**src/rtl/multi_vco_startup_seq.sv**
```systemverilog
// Startup sequencer: serial gain load, staged VCO/amp reset release, VCO frequency race.
// Optional macro RECAL_EN: periodic re-measurement while in DONE.
module multi_vco_startup_seq #(
  parameter  int N_CH     = 2,
  parameter  int GAIN_W   = 3,
  parameter  int WAIT_CFG = 5,
  parameter  int WAIT_VCO = 20,
  parameter  int WAIT_AMP = 10,
  parameter  int MEAS_CYC = 64,
  parameter  int CNT_W    = 8,
  localparam int IDX_W    = $clog2((N_CH > 1) ? N_CH : 2)
) (
  input  logic                   i_clk,
  input  logic                   i_reset,
  input  logic                   i_sclk,
  input  logic                   i_sdin,
  input  logic [N_CH-1:0]        i_clk_vco,
  output logic [N_CH*GAIN_W-1:0] o_gain,
  output logic [N_CH-1:0]        o_resetb_vco,
  output logic [N_CH-1:0]        o_resetb_amp,
  output logic [IDX_W-1:0]       o_fast_idx,
  output logic [CNT_W-1:0]       o_fast_cnt,
  output logic                   o_ready
);
  localparam int CFG_W = N_CH * GAIN_W;

  typedef enum logic [3:0] {
    S_CFG, S_WAIT_C, S_VCO_ON, S_WAIT_V, S_AMP_ON, S_WAIT_A, S_MEAS, S_CMP, S_DONE
  } state_t;

  state_t                      r_state, w_next;
  logic [1:0]                  r_rst_sync;
  logic                        w_rst;
  logic [2:0]                  r_sclk_s;
  logic [1:0]                  r_sdin_s;
  logic [N_CH-1:0]             r_vco_s1, r_vco_s2, r_vco_s3;
  logic [CFG_W-1:0]            r_sr;
  logic [31:0]                 r_bcnt, r_wcnt;
  logic [N_CH-1:0][CNT_W-1:0]  r_cnt;
  logic [IDX_W-1:0]            r_scan, r_best_idx;
  logic [CNT_W-1:0]            r_best_cnt, w_scan_cnt;
  logic                        w_sclk_rise, w_load, w_meas_entry, w_cmp_entry, w_cmp_last, w_better;
  logic [N_CH-1:0]             w_vco_rise;
  logic [CFG_W-1:0]            w_sr_next;

  // Reset asserts asynchronously but releases on a clock edge.
  always_ff @(posedge i_clk or posedge i_reset)
    if (i_reset) r_rst_sync <= 2'b11;
    else         r_rst_sync <= {r_rst_sync[0], 1'b0};
  assign w_rst = r_rst_sync[1];

  always_ff @(posedge i_clk or posedge w_rst)
    if (w_rst) begin
      r_sclk_s <= '0;
      r_sdin_s <= '0;
      r_vco_s1 <= '0;
      r_vco_s2 <= '0;
      r_vco_s3 <= '0;
    end else begin
      r_sclk_s <= {r_sclk_s[1:0], i_sclk};
      r_sdin_s <= {r_sdin_s[0], i_sdin};
      r_vco_s1 <= i_clk_vco;
      r_vco_s2 <= r_vco_s1;
      r_vco_s3 <= r_vco_s2;
    end

  assign w_sclk_rise = r_sclk_s[1] & ~r_sclk_s[2];
  assign w_vco_rise  = r_vco_s2 & ~r_vco_s3;
  assign w_sr_next   = CFG_W'({r_sr, r_sdin_s[1]});
  assign w_load      = (r_state == S_CFG) && w_sclk_rise && (r_bcnt == 32'(CFG_W - 1));
  assign w_scan_cnt  = r_cnt[r_scan];
  assign w_better    = w_scan_cnt > r_best_cnt;
  assign w_cmp_last  = (r_state == S_CMP) && (r_scan == IDX_W'(N_CH - 1));

  always_ff @(posedge i_clk or posedge w_rst)
    if (w_rst) r_state <= S_CFG;
    else       r_state <= w_next;

  // Zero-length waits are skipped by jumping straight past the wait state.
  always_comb begin
    w_next = r_state;
    case (r_state)
      S_CFG:    if (w_load) w_next = (WAIT_CFG == 0) ? S_VCO_ON : S_WAIT_C;
      S_WAIT_C: if (r_wcnt == 32'(WAIT_CFG - 1)) w_next = S_VCO_ON;
      S_VCO_ON: w_next = (WAIT_VCO == 0) ? S_AMP_ON : S_WAIT_V;
      S_WAIT_V: if (r_wcnt == 32'(WAIT_VCO - 1)) w_next = S_AMP_ON;
      S_AMP_ON: w_next = (WAIT_AMP == 0) ? S_MEAS : S_WAIT_A;
      S_WAIT_A: if (r_wcnt == 32'(WAIT_AMP - 1)) w_next = S_MEAS;
      S_MEAS:   if (r_wcnt == 32'(MEAS_CYC - 1)) w_next = S_CMP;
      S_CMP:    if (w_cmp_last) w_next = S_DONE;
`ifdef RECAL_EN
      S_DONE:   if (r_wcnt == 32'd1023) w_next = S_MEAS;
`else
      S_DONE:   w_next = S_DONE;
`endif
      default:  w_next = S_CFG;
    endcase
  end

  assign w_meas_entry = (w_next == S_MEAS) && (r_state != S_MEAS);
  assign w_cmp_entry  = (w_next == S_CMP) && (r_state != S_CMP);

  always_ff @(posedge i_clk or posedge w_rst)
    if (w_rst) begin
      r_wcnt <= '0;
      r_bcnt <= '0;
      r_sr   <= '0;
    end else begin
      r_wcnt <= (w_next != r_state) ? '0 : r_wcnt + 32'd1;
      if (r_state == S_CFG && w_sclk_rise) begin
        r_sr   <= w_sr_next;
        r_bcnt <= r_bcnt + 32'd1;
      end
    end

  // Edge counters run only inside the measurement window and saturate.
  always_ff @(posedge i_clk or posedge w_rst)
    if (w_rst) r_cnt <= '0;
    else if (w_meas_entry) r_cnt <= '0;
    else if (r_state == S_MEAS)
      for (int k = 0; k < N_CH; k++)
        if (w_vco_rise[k] && r_cnt[k] != '1) r_cnt[k] <= r_cnt[k] + CNT_W'(1);

  always_ff @(posedge i_clk or posedge w_rst)
    if (w_rst) begin
      r_scan     <= '0;
      r_best_idx <= '0;
      r_best_cnt <= '0;
    end else if (w_cmp_entry) begin
      r_scan     <= '0;
      r_best_idx <= '0;
      r_best_cnt <= '0;
    end else if (r_state == S_CMP) begin
      r_scan <= r_scan + IDX_W'(1);
      if (w_better) begin
        r_best_idx <= r_scan;
        r_best_cnt <= w_scan_cnt;
      end
    end

  always_ff @(posedge i_clk or posedge w_rst)
    if (w_rst) begin
      o_gain       <= '0;
      o_resetb_vco <= '0;
      o_resetb_amp <= '0;
      o_fast_idx   <= '0;
      o_fast_cnt   <= '0;
      o_ready      <= 1'b0;
    end else begin
      if (w_load)               o_gain       <= w_sr_next;
      if (r_state == S_VCO_ON)  o_resetb_vco <= '1;
      if (r_state == S_AMP_ON)  o_resetb_amp <= '1;
      // Result is published only once the whole scan is complete.
      if (w_cmp_last) begin
        o_fast_idx <= w_better ? r_scan : r_best_idx;
        o_fast_cnt <= w_better ? w_scan_cnt : r_best_cnt;
        o_ready    <= 1'b1;
      end
    end
endmodule
```
**config.mk**
```make
export PLATFORM = sky130hd
export DESIGN_NAME = multi_vco_startup_seq
export DESIGN_NICKNAME = d
export VERILOG_FILES = /design/src/rtl/multi_vco_startup_seq.sv
export SDC_FILE = /design/constraint.sdc
export NUM_CORES = 1
export LEC_CHECK = 0
export ABC_AREA = 1
export CAP_MARGIN = 25
export CORE_ASPECT_RATIO = 0.5
export CORE_UTILIZATION = 40
export DETAILED_ROUTE_END_ITERATION = 10
export SLEW_MARGIN = 10
export SYNTH_ARGS = -nofsm -noshare
export SYNTH_HDL_FRONTEND = slang
export SYNTH_SLANG_ARGS = --single-unit
```
**constraint.sdc**
```tcl
create_clock -name i_clk -period 3.7 [get_ports i_clk]
set_clock_uncertainty 0.2 [all_clocks]
set_input_delay 0.555 -clock i_clk [delete_from_list [all_inputs] [get_ports i_clk]]
set_output_delay 0.555 -clock i_clk [all_outputs]
set_load 0.02 [all_outputs]
```
# Word level (Yosys, flattened, before mapping)
# Cells that the tools add are included.
word_totals:
  ff_bits: 130
  elab_cells: 88
classes:
  order_cmp: 2
  reduce_logical: 14
  eq_ne: 20
  n_addsub: 5
  mux: 22
  bitwise: 4
ops:
  columns: ["op", "count"]
  rows:
  - ["$add A32 B1 Y32 const B", 2]
  - ["$eq A32 B3 Y1 const B", 2]
  - ["$mux W8", 7]
  - ["$pmux W4 S9", 1]
  - ["$eq A32 B4 Y1 const B", 1]
  - ["$eq A32 B5 Y1 const B", 1]
  - ["$eq A32 B6 Y1 const B", 1]
  - ["$mux W16", 2]
  - ["$mux W32", 1]
  - ["$eq A4 B3 Y1 const B", 6]
  - ["$mux W4", 6]
  - ["$add A8 B1 Y8 const B", 2]
  - ["$ne A8 B8 Y1 const B", 2]
  - ["$eq A4 B2 Y1 const B", 2]
  - ["$gt A8 B8 Y1", 1]
  - ["$ne A4 B3 Y1 const B", 2]
  - ["$reduce_bool A2 Y1", 4]
  - ["$logic_and A1 B1 Y1", 7]
  - ["$mux W1", 5]
  - ["$eq A4 B1 Y1 const B", 1]
  - ["$eq A4 B4 Y1 const B", 1]
  - ["$logic_not A4 Y1", 1]
  - ["$ne A4 B4 Y1", 1]
  - ["$reduce_and A2 Y1", 2]
  - ["other kinds (6)", 6]

# Depth between registers and ports, before layout
# Gate-level depths: netlist (run 1).
logic_depth:
  ltp_word: 10
  depth_mapped: 14

# Worst setup path before layout (run 1)
# No wires, ideal clock.
synth_timing:
  path_kind: "reg2reg"
  start: "register r_scan"
  end: "register r_best_idx"
  path_stages_with_launch: 12
  setup_time_ps: 125
  slack_ps: 1028
  synth_period_minus_slack_ps: 2672
  arrival_time_ps: 2347
  cell_sequence: "dfrtp_1 clkbuf_1 inv_1 or2_2 o21ai_0 inv_1 ha_1 nand2_1 o211ai_1 nand2_1 o211ai_1 nand2_1"
synth_between:
  elab_chain_cells: 6
  elab_cells_between_ends: 12
synth_lines:
  columns: ["item", "line", "rtl"]
  rows:
  - ["start: declaration", "40", "logic [IDX_W-1:0] r_scan, r_best_idx;"]
  - ["start signal: assignment", "134", "r_scan <= r_scan + IDX_W'(1);"]
  - ["$mux W8 (implied by the code) or $logic_and A1 B1 Y1 (tied branches)", "71, 73", null]
  - ["$mux W8 (implied by the code) or $mux W4 (tied branches)", "71, 90", null]
  - ["$gt A8 B8 Y1 or $pmux W4 S9 (tied branches)", "72, 82", null]
  - ["$mux W1 or $eq A4 B3 Y1 (tied branches)", "135, 101", null]
  - ["$mux W1 or $logic_and A1 B1 Y1 (tied branches)", "133, 101", null]
  - ["$mux W1 or $reduce_bool A2 Y1 (tied branches)", null, null]
  - ["end signal: assignment", "136", "r_best_idx <= r_scan;"]
  - ["end: declaration", "40", null]
# Several ways; a longest one is shown, not always the timed one. The select of a mux whose other input is x is not followed.
# A chain may end at the register's enable or synchronous reset.

# Final worst setup path (run 1)
layout_timing:
  start: "register r_scan"
  end: "register o_fast_cnt[5]"
layout_between:
  elab_chain_cells: 4
  elab_cells_between_ends: 5
layout_lines:
  columns: ["item", "line", "rtl"]
  rows:
  - ["$mux W8 (implied by the code) (2 in series)", "71", "assign w_scan_cnt = r_cnt[r_scan];"]
  - ["$gt A8 B8 Y1", "72", "assign w_better = w_scan_cnt > r_best_cnt;"]
  - ["$mux W8", "156", "o_fast_cnt <= w_better ? w_scan_cnt : r_best_cnt;"]
  - ["end signal: assignment", "156", null]
  - ["end: declaration", "22", "output logic [CNT_W-1:0] o_fast_cnt,"]
# Several ways; a longest one is shown, not always the timed one. The select of a mux whose other input is x is not followed.

==> qor.yml, run 1 <==
detailed_routing:
  wl_um: 14200
  vias: 5373
  antenna_left: 0
  first_pass_iters: 5
  vias_per_cell: 4.80
  drc: 0
  wl_per_cell_um: 12.7
  drtIter0Drc: 333
floorplan:
  start_util_pct: 41.7
  die_h_um: 95.2
  io_pins: 26
  die-area_sq_um: 17900
  design.core.area_sq_um: 16700
  core.rowCount: 33
  die_width_um: 188
setup_path:
  crit_type: "flip-flop to flip-flop"
  cp.required_ns: 3.81
  arrival_ns: 3.26
  critPathLaunchType: "flip-flop"
  path_max_fanout: 17
  cp-end-kind: "flip-flop"
synth:
  synth_ff_type: "dfrtp_1"
  synth_area_sq_um: 6950
  synth_nets: 864
  async_flop_share_pct: 100
  syn_inst: 843
  yosysWarnings: 0
  synth_area_leader_cell: "dfrtp_1"
  synth.avg_cell_area_sq_um: 8.25
  synth.distinct_cells: 41
  synth_seq_area_share_pct: 46.8
  ys_ff_latch: 130
  synth_top_area_share_pct: 46.1
  yosys-top-cells-area: "dfrtp_1 46%, nand2_1 8.6%, nor2_1 6.4%, inv_1 6.2%, xor2_1 6.0%"
  synth_edf_count: 0
final_layout:
  antenna_cells: 0
  syn2layout_area_growth_pct: 15.3
  final_core_util_pct: 48.1
  final_cell_mix: "159 x nand2_1, 128 x dfrtp_1, 119 x nor2_1"
  fin_nets: 901
  layout-drive-gt1-share_pct: 8.73
  final_common_cell: "nand2_1"
clocking:
  cts_resized: 0
  clockBufferDepth: 2
  clk_pin_slew_ns: 0.06
  insertion_delay_ns: 0.42
  cts-hold-fix-buffers: 0
  root_buffer: "clkbuf_16"
  clock-sinks: 130
  numCtsBuffers: 17
  htree_levels: 4
  cts_tree: "yes"
  post-cts-setup-buffers: 0
sta:
  maxSlewViolCount: 0
  final_hold_viol_count: 0
  tightest_slew_ns: 0.712
  final.period_utilization_pct: 85.2
  fmax_ghz: 0.317
  rsz0062_at_grt: "no"
  period_minus_slack_ns: 3.15
  timing.slew.headroom_pct: 52.1
  setup_tns_ns: 0
  setup_viol: 0
global_route:
  grt_max_degree: 129
  antenna_found_initial: 0
  grt_pass1_wl_um: 24700
  grt_usage_pct: 17.5
  first_global_vias: 5186
  overflow: 0
placed_design:
  post-dp-hpwl_um: 10100
  gp_congestion: 0.880
  portBuffers: 25
power:
  ir_drop_uv: 304
  leakagePower_uw: 0.00374
  p_per_area_nw_per_um2: 488
run:
  cap_violations: 0
outcome:
  status: "finished, final reports clean"
hold_path:
  min_path_type: "flip-flop to flip-flop"
==> critical path, stage by stage (launching register included) <==
cell     delay [ns]
dfrtp_1        0.59
inv_1          0.25
or2_2          0.32
o21ai_0        0.11
inv_1          0.09
ha_1           0.28
nand2_1        0.06
nor2_1         0.14
nand4_1        0.29
nand2_1        0.42
nand2_1        0.14
nand3_1        0.10
nand2_1        0.06
==> path summary, 6_finish.rpt <==
check,endpoint,cells past startpoint,slack [ns],startpoint
max in group asynchronous,r_cnt[3],2,2.51,r_rst_sync[1]
max,o_fast_cnt[5],12,0.55,r_scan
max reg2reg,o_fast_cnt[5],12,0.55,r_scan
min reg2reg,r_vco_s2[1],0,0.15,r_vco_s1[1]
min in group asynchronous,r_bcnt[17],2,0.23,r_rst_sync[1]
min,r_vco_s2[1],0,0.15,r_vco_s1[1]
==> layer usage <==
metal / wire [um] / share of wire, % / track usage (%) / vias to the layer above
li1: - / - / - / 2769
met1: 7190 / 50 / 23.4 / 2515
met2: 6440 / 45 / 28.1 / 74
met3: 440 / 3.1 / 3.57 / 15
met4: 174 / 1.2 / 6.99 / 0
met5: 0 / 0 / 0 / -
==> registers in the layout, indices dropped and copies added (netlist names), 3 cells and up <==
| name | cells |
|---|---|
| o_fast_cnt | 8 |
| o_gain | 6 |
| r_bcnt | 32 |
| r_best_cnt | 8 |
| r_cnt | 16 |
| r_sclk_s | 3 |
| r_sr | 5 |
| r_state | 4 |
| r_wcnt | 32 |
==> through the flow <==
stage	total power, uW	hold WS (ns)	cell area (sq um)	cells	setup WS (ns)
4_1_cts	3970	0.149	8020	1120	0.547
3_3_place_gp	2330	0.133	7450	1088	0.674
2_1_floorplan	2210	0.131	6960	843	1.03
3_5_place_dp	2340	0.135	7450	1088	0.565
5_1_grt	4130	0.153	8020	1120	0.184
6_report	3920	0.147	8020	1120	0.546
==> kinds of logic after synthesis <==
family                     count (synthesis)  share of synthesized area, %
AOI/OAI and AO/OA                         50                          3.89
buffers and inverters                    129                          7.63
DFF                                      130                          46.8
adders and majority gates                 15                          2.70
and+or+nand+nor                          454                          30.8
muxes                                      2                         0.324
xor gates and xnor gates                  62                          7.81
other                                      1                        0.0539
==> Yosys cell counts (2+ instances only) <==
cell type    n
nor2_2       9
xor2_1      48
o211ai_1     2
nand2_2      4
nand3_1     73
buf_4        2
nand4_1     22
dfrtp_1    128
clkbuf_1     4
nand3b_1     2
ha_1        15
or2_2        4
nor3_1      36
nand3_4      3
nor4_1       6
nand3_2      4
o21ai_0     31
nor3_2       2
dfstp_2      2
o22ai_1      2
mux2_2       2
buf_6        5
nand2_1    159
inv_1      115
o31ai_1      4
nor3b_1      2
a21oi_1      9
nor2_4       4
nor2_1     119
xnor2_1     14
==> cell type report <==
type	count	area (sq um)
Fill cell	1628	8660
Sequential cell	130	3260
Multi-Input combinational cell	584	3170
Inverter	117	443
Clock buffer	18	439
Timing Repair Buffer	30	300
Tap cell	227	284
Clock inverter	14	129
==> report_power, final <==
part           internal [uW]  switching (uW)
logic                    234             429
registers               1530             106
clock network            946             666
total                   2710            1200
Power figures use the tool's default switching activity.
==> run 2, diff against run 1 <==
- ABC_AREA: 1 -> default
- GPL_TIMING_DRIVEN: default -> 0
==> qor.yml, run 2 <==
setup_path:
  cp.required_ns: 3.83
  path_delay_family: "compound AO/OA/AOI/OAI gates"
  reg2reg_from: "r_scan"
  cp-end-kind: "flip-flop"
  crit_type: "flip-flop to flip-flop"
  ff2ff_setup_slack_ns: 0.39
  path_buf_inv: 2
  worst_r2r_path_depth: 10
  critPathLaunchType: "flip-flop"
  critical_path.max_stage_delay_ns: 0.53
  r2r_end: "o_fast_cnt[2]"
  crit_chain: "mux2_2 > ha_1 > nor2b_1 > o211ai_1 > a21oi_1 > o32ai_1 > clkbuf_1 > clkbuf_1 > o21ai_0 > o21ai_0"
  path_max_fanout: 14
  worst_path_max_delay_cell: "dfrtp_2"
  arrival_ns: 3.44
detailed_routing:
  vias_per_cell: 5.01
  antenna_left: 0
  first_pass_iters: 5
  dr_wl_met2_um: 5320
  drtIter0Drc: 203
  wl_met3_um: 356
  routed.top_layer: "met4"
  wl_met1_um: 6120
  vias: 4351
  drc: 0
  wl_per_cell_um: 13.6
  wl_um: 11900
floorplan:
  design.core.area_sq_um: 14900
  die_width_um: 179
  start_util_pct: 42.0
  die_h_um: 90.4
  core.rowCount: 31
  io_pins: 26
  die-area_sq_um: 16100
power:
  p_per_area_nw_per_um2: 522
  ir_drop_uv: 342
  leakagePower_uw: 0.00331
  total_power_uw: 3830
synth:
  async_flop_share_pct: 100
  yosysMostFrequentCell: "dfrtp_1"
  yosysWarnings: 0
  synth_nets: 633
  synth_top_area_share_pct: 51.3
  synth.distinct_cells: 59
  synth_area_leader_cell: "dfrtp_1"
  synth_edf_count: 0
  synth_seq_area_share_pct: 52.1
  synth_area_sq_um: 6240
  yosys-top-cells-area: "dfrtp_1 51%, xnor2_1 5.2%, xor2_1 5.0%, nor2_1 4.8%, nand2_1 4.0%"
  synth_ff_type: "dfrtp_1"
  syn_inst: 612
  ys_ff_latch: 130
  netlist_top_cells_count: "128 x dfrtp_1, 80 x nor2_1, 66 x nand2_1"
  synth.avg_cell_area_sq_um: 10.2
sta:
  period_minus_slack_ns: 3.31
  rsz0062_at_grt: "no"
  hold-worst-slack_ns: 0.147
  final.period_utilization_pct: 89.4
  maxSlewViolCount: 0
  final_hold_viol_count: 0
  timing.slew.headroom_pct: 46.9
  setup_viol: 0
  fmax_ghz: 0.302
  tightest_slew_ns: 0.796
final_layout:
  final_common_cell: "dfrtp_1"
  antenna_cells: 0
  syn2layout_area_growth_pct: 17.5
  reg_top3: "r_bcnt (32), r_wcnt (32), r_cnt (16)"
  final_cell_mix: "127 x dfrtp_1, 80 x nor2_1, 66 x nand2_1"
  fin_nets: 679
  layout-drive-gt1-share_pct: 11.3
hold_path:
  min_path_type: "flip-flop to flip-flop"
  holdPathEnd: "r_sdin_s[1]"
  min_from: "r_sdin_s[0]"
  hold_path_depth: 0
clocking:
  clockBufferDepth: 2
  htree_levels: 4
  cts-hold-fix-buffers: 0
  clk_pin_slew_ns: 0.06
  numCtsBuffers: 17
  clock-sinks: 130
  insertion_delay_ns: 0.42
  cts_tree: "yes"
  cts_resized: 0
  post-cts-setup-buffers: 0
  root_buffer: "clkbuf_16"
global_route:
  antenna_found_initial: 0
  grt_pass1_wl_um: 20800
  overflow: 0
  grt_max_degree: 36
  grt_usage_pct: 16.3
  first_global_vias: 4272
run:
  cap_violations: 0
placed_design:
  portBuffers: 25
  gp_congestion: 0.794
  post-dp-hpwl_um: 8250
outcome:
  status: "finished, final reports clean"
-- run 2: logic make-up after synthesis --
kind of cell	after synthesis	share of synthesized area, %
simple gates	277	23.1
fa+ha+maj	15	3.01
xor+xnor	73	10.2
compound gates	53	5.53
flops	130	52.1
other cells	1	0.0601
mux	16	2.85
buf+inv	47	3.07
-- run 2: per-stage QoR --
step	setup TNS [ns]	instances	cell area, sq um	utilization, %	setup WS [ns]
after floorplan	0	612	6250	-	0.675
after global placement	0	835	6750	45.4	0.000921
after detailed placement	-0.00723	838	6810	45.8	-0.00723
after CTS	0	869	7340	49.4	0.209
after global routing	0	869	7340	49.4	0.143
final	0	869	7340	49.4	0.392
-- run 2: power by group --
part / total (uW) / internal [uW] / switching, uW
combinational: 662 / 266 / 396
clock: 1530 / 862 / 670
sequential: 1640 / 1540 / 96.0
total: 3830 / 2670 / 1160
-- run 2: area by class of cell --
class                      count  area (sq um)
fill                        1360          7520
sequential                   130          3260
multi-input combinational    435          2800
clock buffer                  18           429
timing repair buffer          28           310
tap                          198           248
clock inverter                14           105
inverter                      25          97.6
buffer                        21          93.8
-- run 2: worst max path at each step --
stage / from / endpoint / cells after the start
after floorplan: r_scan / o_fast_cnt[1] / 11
after global placement: r_scan / o_fast_cnt[2] / 11
after detailed placement: r_scan / o_fast_cnt[2] / 11
after global routing: r_scan / o_fast_cnt[1] / 10
after CTS: r_scan / o_fast_cnt[2] / 10
final: r_scan / o_fast_cnt[2] / 10
-- run 2: routing by layer --
metal	track usage (%)	up-vias
met5	0	-
li1	-	2176
met3	4.92	4
met1	22.6	2120
met4	5.30	0
met2	24.1	51
-- run 2: worst reg2reg max path, cell delays in order, from the launching register on --
cell and delay (ns):
dfrtp_2 0.53, mux2_2 0.42, ha_1 0.29, nor2b_1 0.14
o211ai_1 0.15, a21oi_1 0.08, o32ai_1 0.30, clkbuf_1 0.40
clkbuf_1 0.38, o21ai_0 0.18, o21ai_0 0.15
==> run 3, diff against run 2 <==
- SLEW_MARGIN: 10 -> 20
==> qor.yml, run 3 (synthesized netlist as in run 2, its figures left out) <==
outcome:
  status: "finished, final reports clean"
placed_design:
  gp_congestion: 0.794
  placed_area_sq_um: 6830
  portBuffers: 25
  post-dp-hpwl_um: 8260
setup_path:
  reg2reg_from: "r_scan"
  worst_r2r_path_depth: 10
  r2r_end: "o_fast_cnt[2]"
  ff2ff_setup_slack_ns: 0.38
  crit_type: "flip-flop to flip-flop"
  cp-end-kind: "flip-flop"
  critPathLaunchType: "flip-flop"
  arrival_ns: 3.46
  path_max_fanout: 14
  cp.required_ns: 3.84
sta:
  period_minus_slack_ns: 3.32
  fmax_ghz: 0.301
  final.period_utilization_pct: 89.7
  maxSlewViolCount: 0
  hold-worst-slack_ns: 0.146
  rsz0062_at_grt: "no"
  setup_viol: 0
  timing.slew.headroom_pct: 54.7
  final_hold_viol_count: 0
  tightest_slew_ns: 0.678
floorplan:
  io_pins: 26
  design.core.area_sq_um: 14900
  die_width_um: 179
  core.rowCount: 31
  die_h_um: 90.4
  start_util_pct: 42.0
  die-area_sq_um: 16100
final_layout:
  layout-drive-gt1-share_pct: 11.3
  final_core_util_pct: 49.6
  final_common_cell: "dfrtp_1"
  multi_input_area_sq_um: 2800
  fillers: 1359
  regArea_sq_um: 3260
  design_area_sq_um: 7370
  reg_top3: "r_bcnt (32), r_wcnt (32), r_cnt (16)"
  antenna_cells: 0
  final_cell_mix: "127 x dfrtp_1, 80 x nor2_1, 66 x nand2_1"
  fin_nets: 681
  syn2layout_area_growth_pct: 18.0
clocking:
  root_buffer: "clkbuf_16"
  clk_pin_slew_ns: 0.06
  post-cts-setup-buffers: 0
  clockBufferDepth: 2
  insertion_delay_ns: 0.42
  cts_tree: "yes"
  htree_levels: 4
  clock-sinks: 130
  numCtsBuffers: 17
detailed_routing:
  drc: 0
  drtIter0Drc: 185
  vias: 4365
  antenna_left: 0
  first_pass_iters: 4
  vias_per_cell: 5.01
  wl_per_cell_um: 13.7
  wl_um: 12000
power:
  leakagePower_uw: 0.00332
  ir_drop_uv: 356
  p_per_area_nw_per_um2: 522
global_route:
  grt_max_degree: 35
  grt_usage_pct: 16.4
  antenna_found_initial: 0
  overflow: 0
  first_global_vias: 4324
  grt_pass1_wl_um: 20900
hold_path:
  holdPathEnd: "r_sclk_s[1]"
  min_from: "r_sclk_s[0]"
  min_path_type: "flip-flop to flip-flop"
  hold_path_depth: 0
run:
  cap_violations: 0
[run 3: cell types whose count changed in the layout (fill, tap and decap cells not counted)]
cell,delta
inv_6,-1
dlygate4sd3_1,+1
clkinv_2,-2
buf_12,+1
clkbuf_1,+1
clkinv_4,+2
[run 3: worst max-delay path by stage]
stage / start / endpoint / slack (ns) / cells past startpoint
floorplan: r_scan / o_fast_cnt[1] / 0.67 / 11
global placement: r_scan / o_fast_cnt[2] / 0.0009 / 11
detailed placement: r_scan / o_fast_cnt[7] / -0.05 / 11
CTS: r_scan / o_fast_cnt[2] / 0.20 / 10
global route: r_scan / o_fast_cnt[2] / 0.15 / 10
finish: r_scan / o_fast_cnt[2] / 0.38 / 10
[run 3: critical path: stages (launching register included)]
cell	delay (ns)
dfrtp_2	0.55
mux2_2	0.42
ha_1	0.30
nor2b_1	0.14
o211ai_1	0.15
a21oi_1	0.08
o32ai_1	0.29
clkbuf_1	0.40
clkbuf_1	0.38
o21ai_0	0.18
o21ai_0	0.15
[run 3: layout make-up]
| class | instances | area share (%) |
|---|---|---|
| repair buffers | 30 | 4.62 |
| inverters | 25 | 1.32 |
| clock buffers | 19 | 5.87 |
| flip-flops and latches | 130 | 44.2 |
| well taps | 198 | 3.36 |
| clock inverters | 13 | 1.41 |
| multi-input cells | 435 | 38.0 |
| plain buffers | 21 | 1.27 |
[run 3: through the flow]
stage                     std cells  worst slack, ns  total power, uW  setup TNS (ns)
after floorplan                 612            0.675             2120               0
after global placement          835         0.000921             2320               0
after detailed placement        839          -0.0467             2340         -0.0866
after CTS                       871            0.205             3900               0
after global routing            871            0.148             4050               0
final                           871            0.380             3850               0
[run 3: what timing repair did]
action,4_1_cts,5_1_grt
pin swaps,0,0
gates cloned,0,0
setup endpoints to repair,5,4
resized for setup,0,1
endpoints found under the hold margin,3,0
hold buffers,1,0
[run 3: metal layers]
metal	GRT usage [%]	part of all wire (%)	vias to the layer above
li1	-	-	2190
met1	22.8	52	2134
met2	24.5	45	35
met3	4.55	2.4	6
met4	5.51	0.78	0
met5	0	0	-
[run 3: power breakdown]
part           internal [uW]  leakage [uW]  switching, uW
sequential              1540       0.00176           96.6
combinational            269       0.00131            397
clock                    865      0.000247            676
